File: src/rtl/muldiv_pkg.sv
// Shared types and helpers for the iterative RV32M multiply/divide unit.
package muldiv_pkg;

  localparam int MD_WIDTH = 32;
  localparam int CNT_W    = $clog2(MD_WIDTH);

  // Values equal instruction funct3
  typedef enum logic [2:0] {
    OP_MUL    = 3'b000,
    OP_MULH   = 3'b001,
    OP_MULHSU = 3'b010,
    OP_MULHU  = 3'b011,
    OP_DIV    = 3'b100,
    OP_DIVU   = 3'b101,
    OP_REM    = 3'b110,
    OP_REMU   = 3'b111
  } muldiv_op_e;

  typedef enum logic [1:0] {
    IDLE = 2'd0,
    CALC = 2'd1,
    FIN  = 2'd2
  } state_e;

  // rs1 is interpreted as signed for these ops
  function automatic logic a_is_signed(muldiv_op_e op);
    return op inside {OP_MULH, OP_MULHSU, OP_DIV, OP_REM};
  endfunction

  // rs2 is interpreted as signed for these ops
  function automatic logic b_is_signed(muldiv_op_e op);
    return op inside {OP_MULH, OP_DIV, OP_REM};
  endfunction

endpackage

File: src/rtl/muldiv_if.sv
// Request/response bundle between the execute stage and the muldiv unit.
interface muldiv_if #(parameter int WIDTH = 32);
  import muldiv_pkg::*;

  logic             start;
  logic             kill;
  muldiv_op_e       op;
  logic [WIDTH-1:0] a;
  logic [WIDTH-1:0] b;
  logic             busy;
  logic             done;
  logic [WIDTH-1:0] result;

  modport master (output start, kill, op, a, b, input busy, done, result);
  modport slave  (input start, kill, op, a, b, output busy, done, result);
endinterface

File: src/rtl/muldiv_unit.sv
// Iterative RV32M multiply/divide: one shift-add or restoring-divide step per
// cycle over a 2*WIDTH accumulator, fixed WIDTH+2 cycle latency.
module muldiv_unit
  import muldiv_pkg::*;
#(
  parameter int WIDTH = MD_WIDTH
) (
  input  logic     clk,
  input  logic     rst_n,
  muldiv_if.slave  bus
);

  localparam int CW = $clog2(WIDTH);
  localparam logic [WIDTH-1:0] MIN_NEG = {1'b1, {(WIDTH-1){1'b0}}};

  state_e             state_q, state_d;
  muldiv_op_e         op_q, op_d;
  logic [CW-1:0]      cnt_q, cnt_d;
  logic [WIDTH-1:0]   opnd_q, opnd_d;    // multiplicand (mul) or divisor (div) magnitude
  logic [2*WIDTH-1:0] acc_q, acc_d;      // {hi, lo}: product, or {remainder, quotient}
  logic               neg_q, neg_d;      // negate the selected result at FIN
  logic               div0_q, div0_d;
  logic               ovf_q, ovf_d;
  logic [WIDTH-1:0]   result_q, result_d;
  logic               done_q, done_d;
  logic               busy_q, busy_d;

  logic               sa, sb;
  logic [WIDTH-1:0]   abs_a, abs_b;
  logic [WIDTH:0]     mul_sum, div_sh_hi, div_trial;
  logic               div_nb;
  logic [2*WIDTH-1:0] mul_nxt, div_nxt, prod;
  logic [WIDTH-1:0]   quo_s, rem_s, fin_res;

  // Operand magnitudes at load and one iteration step of each datapath
  always_comb begin
    sa    = a_is_signed(bus.op) & bus.a[WIDTH-1];
    sb    = b_is_signed(bus.op) & bus.b[WIDTH-1];
    abs_a = sa ? ('0 - bus.a) : bus.a;
    abs_b = sb ? ('0 - bus.b) : bus.b;

    // Shift-add: multiplier bit at acc[0], carry shifts into the top
    mul_sum = {1'b0, acc_q[2*WIDTH-1:WIDTH]} + (acc_q[0] ? {1'b0, opnd_q} : '0);
    mul_nxt = {mul_sum, acc_q[WIDTH-1:1]};

    // Restoring: shift {rem,quo} left, trial-subtract, quotient bit = no borrow.
    // The shifted remainder is below 2*divisor, so bit WIDTH of the
    // difference is a clean borrow flag.
    div_sh_hi = acc_q[2*WIDTH-1:WIDTH-1];
    div_trial = div_sh_hi - {1'b0, opnd_q};
    div_nb    = ~div_trial[WIDTH];
    div_nxt   = {div_nb ? div_trial[WIDTH-1:0] : div_sh_hi[WIDTH-1:0],
                 acc_q[WIDTH-2:0], div_nb};
  end

  // Sign correction and special-case overrides for the final result
  always_comb begin
    prod  = neg_q ? ('0 - acc_q) : acc_q;
    quo_s = neg_q ? ('0 - acc_q[WIDTH-1:0]) : acc_q[WIDTH-1:0];
    rem_s = neg_q ? ('0 - acc_q[2*WIDTH-1:WIDTH]) : acc_q[2*WIDTH-1:WIDTH];
    unique case (op_q)
      OP_MUL:                      fin_res = prod[WIDTH-1:0];
      OP_MULH, OP_MULHSU, OP_MULHU: fin_res = prod[2*WIDTH-1:WIDTH];
      OP_DIV:  fin_res = div0_q ? '1 : (ovf_q ? MIN_NEG : quo_s);
      OP_DIVU: fin_res = div0_q ? '1 : quo_s;
      // With b==0 the remainder register holds |a|; sign-of-a restores a
      OP_REM:  fin_res = ovf_q ? '0 : rem_s;
      OP_REMU: fin_res = rem_s;
      default: fin_res = '0;
    endcase
  end

  // Next-state for FSM, datapath registers and registered outputs
  always_comb begin
    state_d  = state_q;
    op_d     = op_q;
    cnt_d    = cnt_q;
    opnd_d   = opnd_q;
    acc_d    = acc_q;
    neg_d    = neg_q;
    div0_d   = div0_q;
    ovf_d    = ovf_q;
    result_d = result_q;
    done_d   = 1'b0;
    unique case (state_q)
      IDLE: if (bus.start) begin
        op_d   = bus.op;
        cnt_d  = CW'(WIDTH-1);
        div0_d = (bus.b == '0);
        ovf_d  = (bus.a == MIN_NEG) && (bus.b == '1);
        if (bus.op[2]) begin
          opnd_d = abs_b;
          acc_d  = {{WIDTH{1'b0}}, abs_a};
          neg_d  = bus.op[1] ? sa : (sa ^ sb);
        end else begin
          opnd_d = abs_a;
          acc_d  = {{WIDTH{1'b0}}, abs_b};
          neg_d  = sa ^ sb;
        end
        state_d = CALC;
      end
      CALC: begin
        acc_d = op_q[2] ? div_nxt : mul_nxt;
        if (cnt_q == '0) state_d = FIN;
        else             cnt_d   = cnt_q - 1'b1;
      end
      FIN: begin
        result_d = fin_res;
        done_d   = 1'b1;
        state_d  = IDLE;
      end
      default: state_d = IDLE;
    endcase
    // Flush abandons the in-flight op; result keeps its old value
    if (bus.kill && state_q != IDLE) begin
      state_d  = IDLE;
      result_d = result_q;
      done_d   = 1'b0;
    end
    busy_d = (state_d != IDLE);
  end

  // State registers with async active-low reset
  always_ff @(posedge clk or negedge rst_n) begin
    if (!rst_n) begin
      state_q  <= IDLE;
      op_q     <= OP_MUL;
      cnt_q    <= '0;
      opnd_q   <= '0;
      acc_q    <= '0;
      neg_q    <= 1'b0;
      div0_q   <= 1'b0;
      ovf_q    <= 1'b0;
      result_q <= '0;
      done_q   <= 1'b0;
      busy_q   <= 1'b0;
    end else begin
      state_q  <= state_d;
      op_q     <= op_d;
      cnt_q    <= cnt_d;
      opnd_q   <= opnd_d;
      acc_q    <= acc_d;
      neg_q    <= neg_d;
      div0_q   <= div0_d;
      ovf_q    <= ovf_d;
      result_q <= result_d;
      done_q   <= done_d;
      busy_q   <= busy_d;
    end
  end

  assign bus.busy   = busy_q;
  assign bus.done   = done_q;
  assign bus.result = result_q;

endmodule

File: src/flat_wrapper.sv
// flat-port wrapper written by rule: the top's interface ports become plain ports
module muldiv_unit_flat import muldiv_pkg::*;
#(
  parameter int WIDTH = MD_WIDTH
)
  (clk, rst_n, bus_start, bus_kill, bus_op, bus_a, bus_b, bus_busy, bus_done, bus_result);
  muldiv_if #(.WIDTH(WIDTH)) bus_i ();
  input  logic clk;
  input  logic rst_n;
  input wire logic [$bits(bus_i.start)-1:0] bus_start;
  input wire logic [$bits(bus_i.kill)-1:0] bus_kill;
  input wire logic [$bits(bus_i.op)-1:0] bus_op;
  input wire logic [$bits(bus_i.a)-1:0] bus_a;
  input wire logic [$bits(bus_i.b)-1:0] bus_b;
  output wire logic [$bits(bus_i.busy)-1:0] bus_busy;
  output wire logic [$bits(bus_i.done)-1:0] bus_done;
  output wire logic [$bits(bus_i.result)-1:0] bus_result;
  assign bus_i.start = bus_start;
  assign bus_i.kill = bus_kill;
  assign bus_i.op = bus_op;
  assign bus_i.a = bus_a;
  assign bus_i.b = bus_b;
  assign bus_busy = bus_i.busy;
  assign bus_done = bus_i.done;
  assign bus_result = bus_i.result;
  muldiv_unit #(.WIDTH(WIDTH)) u_core (.clk(clk), .rst_n(rst_n), .bus(bus_i));
endmodule
File: config.mk
export PLATFORM = sky130hd
export DESIGN_NAME = muldiv_unit_flat
export DESIGN_NICKNAME = d
export VERILOG_FILES = /design/src/rtl/muldiv_pkg.sv /design/src/rtl/muldiv_if.sv /design/src/rtl/muldiv_unit.sv /design/src/flat_wrapper.sv
export SDC_FILE = /design/constraint.sdc
export NUM_CORES = 1
export LEC_CHECK = 0
export CORE_MARGIN = 3
export CORE_UTILIZATION = 48
export CTS_CLUSTER_DIAMETER = 120
export DETAILED_ROUTE_END_ITERATION = 6
export PLACE_DENSITY = 0.67
export RECOVER_POWER = 100
export SLEW_MARGIN = 20
export SYNTH_ARGS = -nofsm -noshare
export SYNTH_HDL_FRONTEND = slang
export SYNTH_SLANG_ARGS = --single-unit
File: constraint.sdc
create_clock -name clk -period 11 [get_ports clk]
set_clock_uncertainty 0.05 [all_clocks]
set_input_delay 1.1 -clock clk [delete_from_list [all_inputs] [get_ports clk]]
set_output_delay 1.1 -clock clk [all_outputs]
set_load 0.005 [all_outputs]
Yosys cells after proc, flatten, opt, wreduce, memory -nomap -nowiden
Cells that the tools add are included.
Widths: inputs -> output; s select.
{"block": "totals", "rom_bits": 0, "reg_bits": 143, "latch_bits": 0, "elab_cells": 85, "out_inout_bits": 34, "input_bits": 71, "ramBits": 0, "mem_count": 0}
{"block": "classes", "shifts": 0, "bitwise": 5, "eq_ne": 17, "n_mul": 0, "n_reduce_logical": 16, "div_mod_pow": 0, "addsub": 8, "order_cmp": 0, "muxes": 28}
{"operator": "$mux 32", "n": 12}
{"operator": "$mux 64", "n": 3}
{"operator": "$pmux 32 s6", "n": 1}
{"operator": "$pmux 64 s2", "n": 1}
{"operator": "$sub 1x32->32 const A", "n": 4}
{"operator": "$eq 32x32->1 const B", "n": 2}
{"operator": "$sub 1x64->64 const A", "n": 1}
{"operator": "$add 32x33->33", "n": 1}
{"operator": "$sub 33x32->33", "n": 1}
{"operator": "$logic_not 32->1", "n": 1}
{"operator": "$eq 3x3->1 const B", "n": 6}
{"operator": "$mux 5", "n": 2}
{"operator": "$pmux 5 s2", "n": 1}
{"operator": "$eq 3x2->1 const B", "n": 3}
{"operator": "$eq 3x1->1 const B", "n": 2}
{"operator": "$mux 2", "n": 3}
{"operator": "$reduce_and 2->1", "n": 3}
{"operator": "$reduce_bool 2->1", "n": 3}
{"operator": "$logic_not 5->1", "n": 1}
{"operator": "$sub 5x1->5 const B", "n": 1}
{"operator": "$mux 1", "n": 4}
{"operator": "$ne 2x2->1 const B", "n": 2}
{"operator": "$pmux 2 s2", "n": 1}
{"operator": "$reduce_bool 4->1", "n": 1}
{"operator": "other kinds (11)", "n": 14}

Longest topological paths before layout
{"block": "depth", "depth_word": 7, "ltp_mapped": 14, "depth_no_buf": 13}

Least setup slack after synthesis
OpenSTA, ideal clock, no wires.
{"block": "synth_path", "path_type": "reg2reg", "startpoint": "register u_core.acc_q[32]", "endpoint": "register u_core.acc_q[57]", "required_ns": 10.830, "path_slack_ns": 7.465, "t_arrival_ns": 3.364, "period_less_slack_ns": 3.535, "setup_ns": 0.120, "stages_incl_launch_ff": 13, "path_buffers": 2, "cell_sequence": "dfrtp_1 -> clkbuf_1 -> inv_1 -> fa_1 -> nand2b_1 -> a21oi_1 -> o21ai_0 -> o31a_1 -> o221a_2 -> nor3b_1 -> clkbuf_1 -> nand2_1 -> o211a_1"}
{"block": "synth_between", "elab_chain_len": 4, "word_cells_on_any_way": 5, "classes_between": "add/sub: 2; mux: 3"}
{"element": "start, declared", "line_no": "muldiv_unit.sv:20", "source": "logic [2*WIDTH-1:0] acc_q, acc_d;"}
{"element": "start signal, assigned", "line_no": "muldiv_unit.sv:130", "source": "acc_q <= '0;"}
{"element": "start signal, assigned", "line_no": "muldiv_unit.sv:142", "source": "acc_q <= acc_d;"}
{"element": "$sub 33x32->33", "line_no": "muldiv_unit.sv:50", "source": "div_trial = div_sh_hi - {1'b0, opnd_q};"}
{"element": "$mux 32", "line_no": "muldiv_unit.sv:52", "source": "div_nxt = {div_nb ? div_trial[WIDTH-1:0] : div_sh_hi[WIDTH-1:0],"}
{"element": "$mux 64 *", "line_no": "muldiv_unit.sv:103", "source": "acc_d = op_q[2] ? div_nxt : mul_nxt;"}
{"element": "$pmux 64 s2 *", "line_no": "muldiv_unit.sv:85", "source": "unique case (state_q)"}
Mark *: on every way between the ends. The rest lies on a longest branch, timed or not.
A chain may end at the register's enable or synchronous reset.

Worst setup path in the final report
{"block": "layout_path", "startpoint": "input bus_op[2]", "endpoint": "register u_core.acc_q[6]"}
{"block": "layout_between", "elab_chain_len": 7, "word_cells_on_any_way": 13, "classes_between": "eq/ne: 4; mux: 5; bitwise: 2; reduce/logical: 2"}
{"element": "start, declared", "line_no": "flat_wrapper.sv:12", "source": "input wire logic [$bits(bus_i.op)-1:0] bus_op;"}
{"element": "$eq 3x1->1, or another cell as far along", "line_no": "muldiv_pkg.sv:27, muldiv_pkg.sv:32"}
{"element": "$reduce_bool 4->1 or $reduce_bool 3->1 (tied branches)", "line_no": "muldiv_pkg.sv:27, muldiv_pkg.sv:32"}
{"element": "$and 1x1->1 (on tied branches)", "line_no": "muldiv_unit.sv:37, muldiv_unit.sv:38"}
{"element": "$mux 32 (on tied branches)", "line_no": "muldiv_unit.sv:39, muldiv_unit.sv:40"}
{"element": "$mux 32 *", "line_no": "muldiv_unit.sv:91", "source": "if (bus.op[2]) begin"}
{"element": "$mux 64 *", "line_no": "muldiv_unit.sv:86", "source": "IDLE: if (bus.start) begin"}
{"element": "$pmux 64 s2 *", "line_no": "muldiv_unit.sv:85"}
Mark *: on every way between the ends. The rest lies on a longest branch, timed or not. The select of a mux whose other input is x is not followed.

==> run metrics <==
crit end category register; fmax 141.2 MHz; max-slew violations 272; final non-filler cell area 16210 sq um; Max Cap Violations 4; Hold WS 0.4328 ns; dominant cells by area after synthesis dfrtp_1 (25%), a21oi_1 (6.3%), ha_1 (6.0%); vias in the first global route 14046; Filler cells 2768; fin nets 2055; Remaining DRCs 0; CTS tree done; Synth Warn # 0; Finish-stage setup viols 0; Setup Buffers After CTS 0; initial antenna violation count 1; crit-path max FO 87; Post-CTS Resized 0; core box area 29250 sq um; area share of the largest cell type after synthesis 0.2471; CP Class in -> reg; Via Count 15051; RePlAce Congestion 1.017; grt ovf 0; Top FF cell, synth dfrtp_1; die height 179.7 um; DRT iter0 DRCs 1612; layout cells sized above 1 0.04052; Worst Reg-to-Reg Cells 11; Mean Syn Cell Area 7.599 sq um; First-pass DRT Iterations 7; RSZ-0062 raised after global routing no; sequential share of the synthesized area 0.2471; largest net degree at the start of global routing 90; WP data arrival 7.41 ns; Synthesized Nets 2049; leak pwr 6.625 nW; wire per inst 23.42 um; overall power 4.160 mW; Total Wirelength 54070 um; Slew @ Worst Pin 4.106 ns; met3 Use GR 0.08549; CTS Sinks 143; vias per inst 6.518; Max-slew headroom -1.737; met2 Resource Use GR 0.5104; initial core utilization 0.4953; Period minus WS final 7.081 ns; Netlist Area Pre-Place 14480 sq um; Synth area leader dfrtp_1; Post-Synthesis Cells 1906; Ant. Diodes 0; total CTS buffers 17; Worst EP required 11.33 ns; die width 179.7 um; die footprint 32300 sq um; PwrDens 256.6 nW/um^2; share of synthesized registers carrying an async set or reset 1.000; # IOs 105; final hold vios 0; Area Growth Syn to Fin 11.93%; PortBufs 104; worst-skew pair later-pin latency 0.46 ns; failing checks max-capacitance violations, max-slew violations; Worst-path clk slew 0.07 ns; post-synthesis register bit count 143; number of synthesized flops with an enable pin 0; hold buffers post-CTS 0; grt peak-use layer met2; cell area after placement 15640 sq um; Post-DP HPWL 41680 um; global-route wire length before repair 82940 um; CP Launch Type primary input; DRT antenna net count 0; Hold Crit Class reg -> reg; Clock Path Buffers 2; post-synth cell types 78; met1 usage in global routing 0.4328; CTS HTree Levels 4; Hold Crit Depth 2; CTS root buffer clkbuf_16; worst vdd ir 0.1420 mV; gr usage total 0.3261; status finished with violations; Setup TNS Final 0 ns; final period utilization 0.6437; Cell Rows 62
## critical path, stage by stage
cell,delay [ns]
buf_2,0.08
clkbuf_1,2.44
inv_2,1.03
o21ai_0,0.61
and2_0,0.87
o21ai_0,0.31
xnor2_1,0.29
nor2_1,0.06
a211oi_1,0.34
a211oi_1,0.08
a21oi_1,0.15
## stage by stage
stage	instances	util	worst slack [ns]
floorplan	1906	-	7.465
global placement	2277	0.5346	6.662
detailed placement	2277	0.5346	6.577
CTS	2309	0.5564	6.830
global route	2309	0.5543	3.296
finish	2309	0.5543	3.919
## where the power goes
group	internal [mW]	leakage [nW]	switching [mW]
Combinational	0.973	4.53	1.51
Clock	0.370	0.314	0.282
Sequential	0.666	1.78	0.358
Total	2.01	6.62	2.15
## layer usage
layer  part of all wire  vias to the layer above
met5            0.00024                        -
met4              0.038                        2
met3              0.096                      108
met2               0.45                      747
met1               0.42                     7215
li1                   -                     6979
## state kept, by name (all words and copies together) (netlist names), 2 cells and up
register	count
u_core.acc_q	64
u_core.bus.result	32
u_core.cnt_q	5
u_core.op_q	3
u_core.opnd_q	32
u_core.state_q	2
## placed cells by master, fill, tap and decap left out, drive strengths merged, types with 33 or more instances in the layout
cell type,count
nand2,198
a21oi,183
nor2,169
o21ai,165
dfrtp,143
xnor2,96
xor2,85
inv,71
ha,70
mux2i,66
clkdlybuf4s50,66
a211oi,48
nor3,37
dlygate4sd3,36
o31ai,33
## synthesized netlist by cell type, drive strengths merged (14+ instances only)
library cell / count
nand2: 198
a21oi: 183
nor2: 169
o21ai: 165
dfrtp: 143
clkbuf: 122
xnor2: 96
xor2: 85
ha: 70
mux2i: 66
inv: 61
a211oi: 48
nor3: 37
o31ai: 33
nand3: 31
nand2b: 25
o221ai: 25
a21o: 23
a22oi: 22
nand4: 22
a31oi: 21
o22ai: 19
or3: 18
nor4: 17
o41ai: 17
o211ai: 16
or4: 16
nor2b: 14
## worst paths after layout
kind	startpoint	to	slack (ns)
max	bus_op[2]	u_core.acc_q[6]	3.92
min	u_core.opnd_q[11]	u_core.opnd_q[11]	0.43
max reg2reg	u_core.acc_q[32]	u_core.bus.result[30]	6.55
min reg2reg	u_core.opnd_q[11]	u_core.opnd_q[11]	0.43
max in group asynchronous	rst_n	u_core.neg_q	6.22
min in group asynchronous	rst_n	u_core.cnt_q[1]	2.02
## final cells by class
class,count,area [sq um],share of cell area
inverter,62,232.7,0.01436
sequential,143,3581,0.2209
clock inverter,15,212.7,0.01312
tap,384,480.5,0.02964
multi-input combinational,1566,10130,0.6248
timing repair buffer,122,1150,0.07093
clock buffer,17,425.4,0.02624
## kinds of logic after synthesis
family	synth area share
AND/OR/NAND/NOR	0.1898
AO/OA/AOI/OAI	0.2893
multiplexers	0.04872
flip-flops	0.2471
XOR/XNOR	0.1095
buffers and inverters	0.05244
adder cells (fa/ha/maj)	0.06323
No activity file was read; power rests on OpenSTA's default activity.
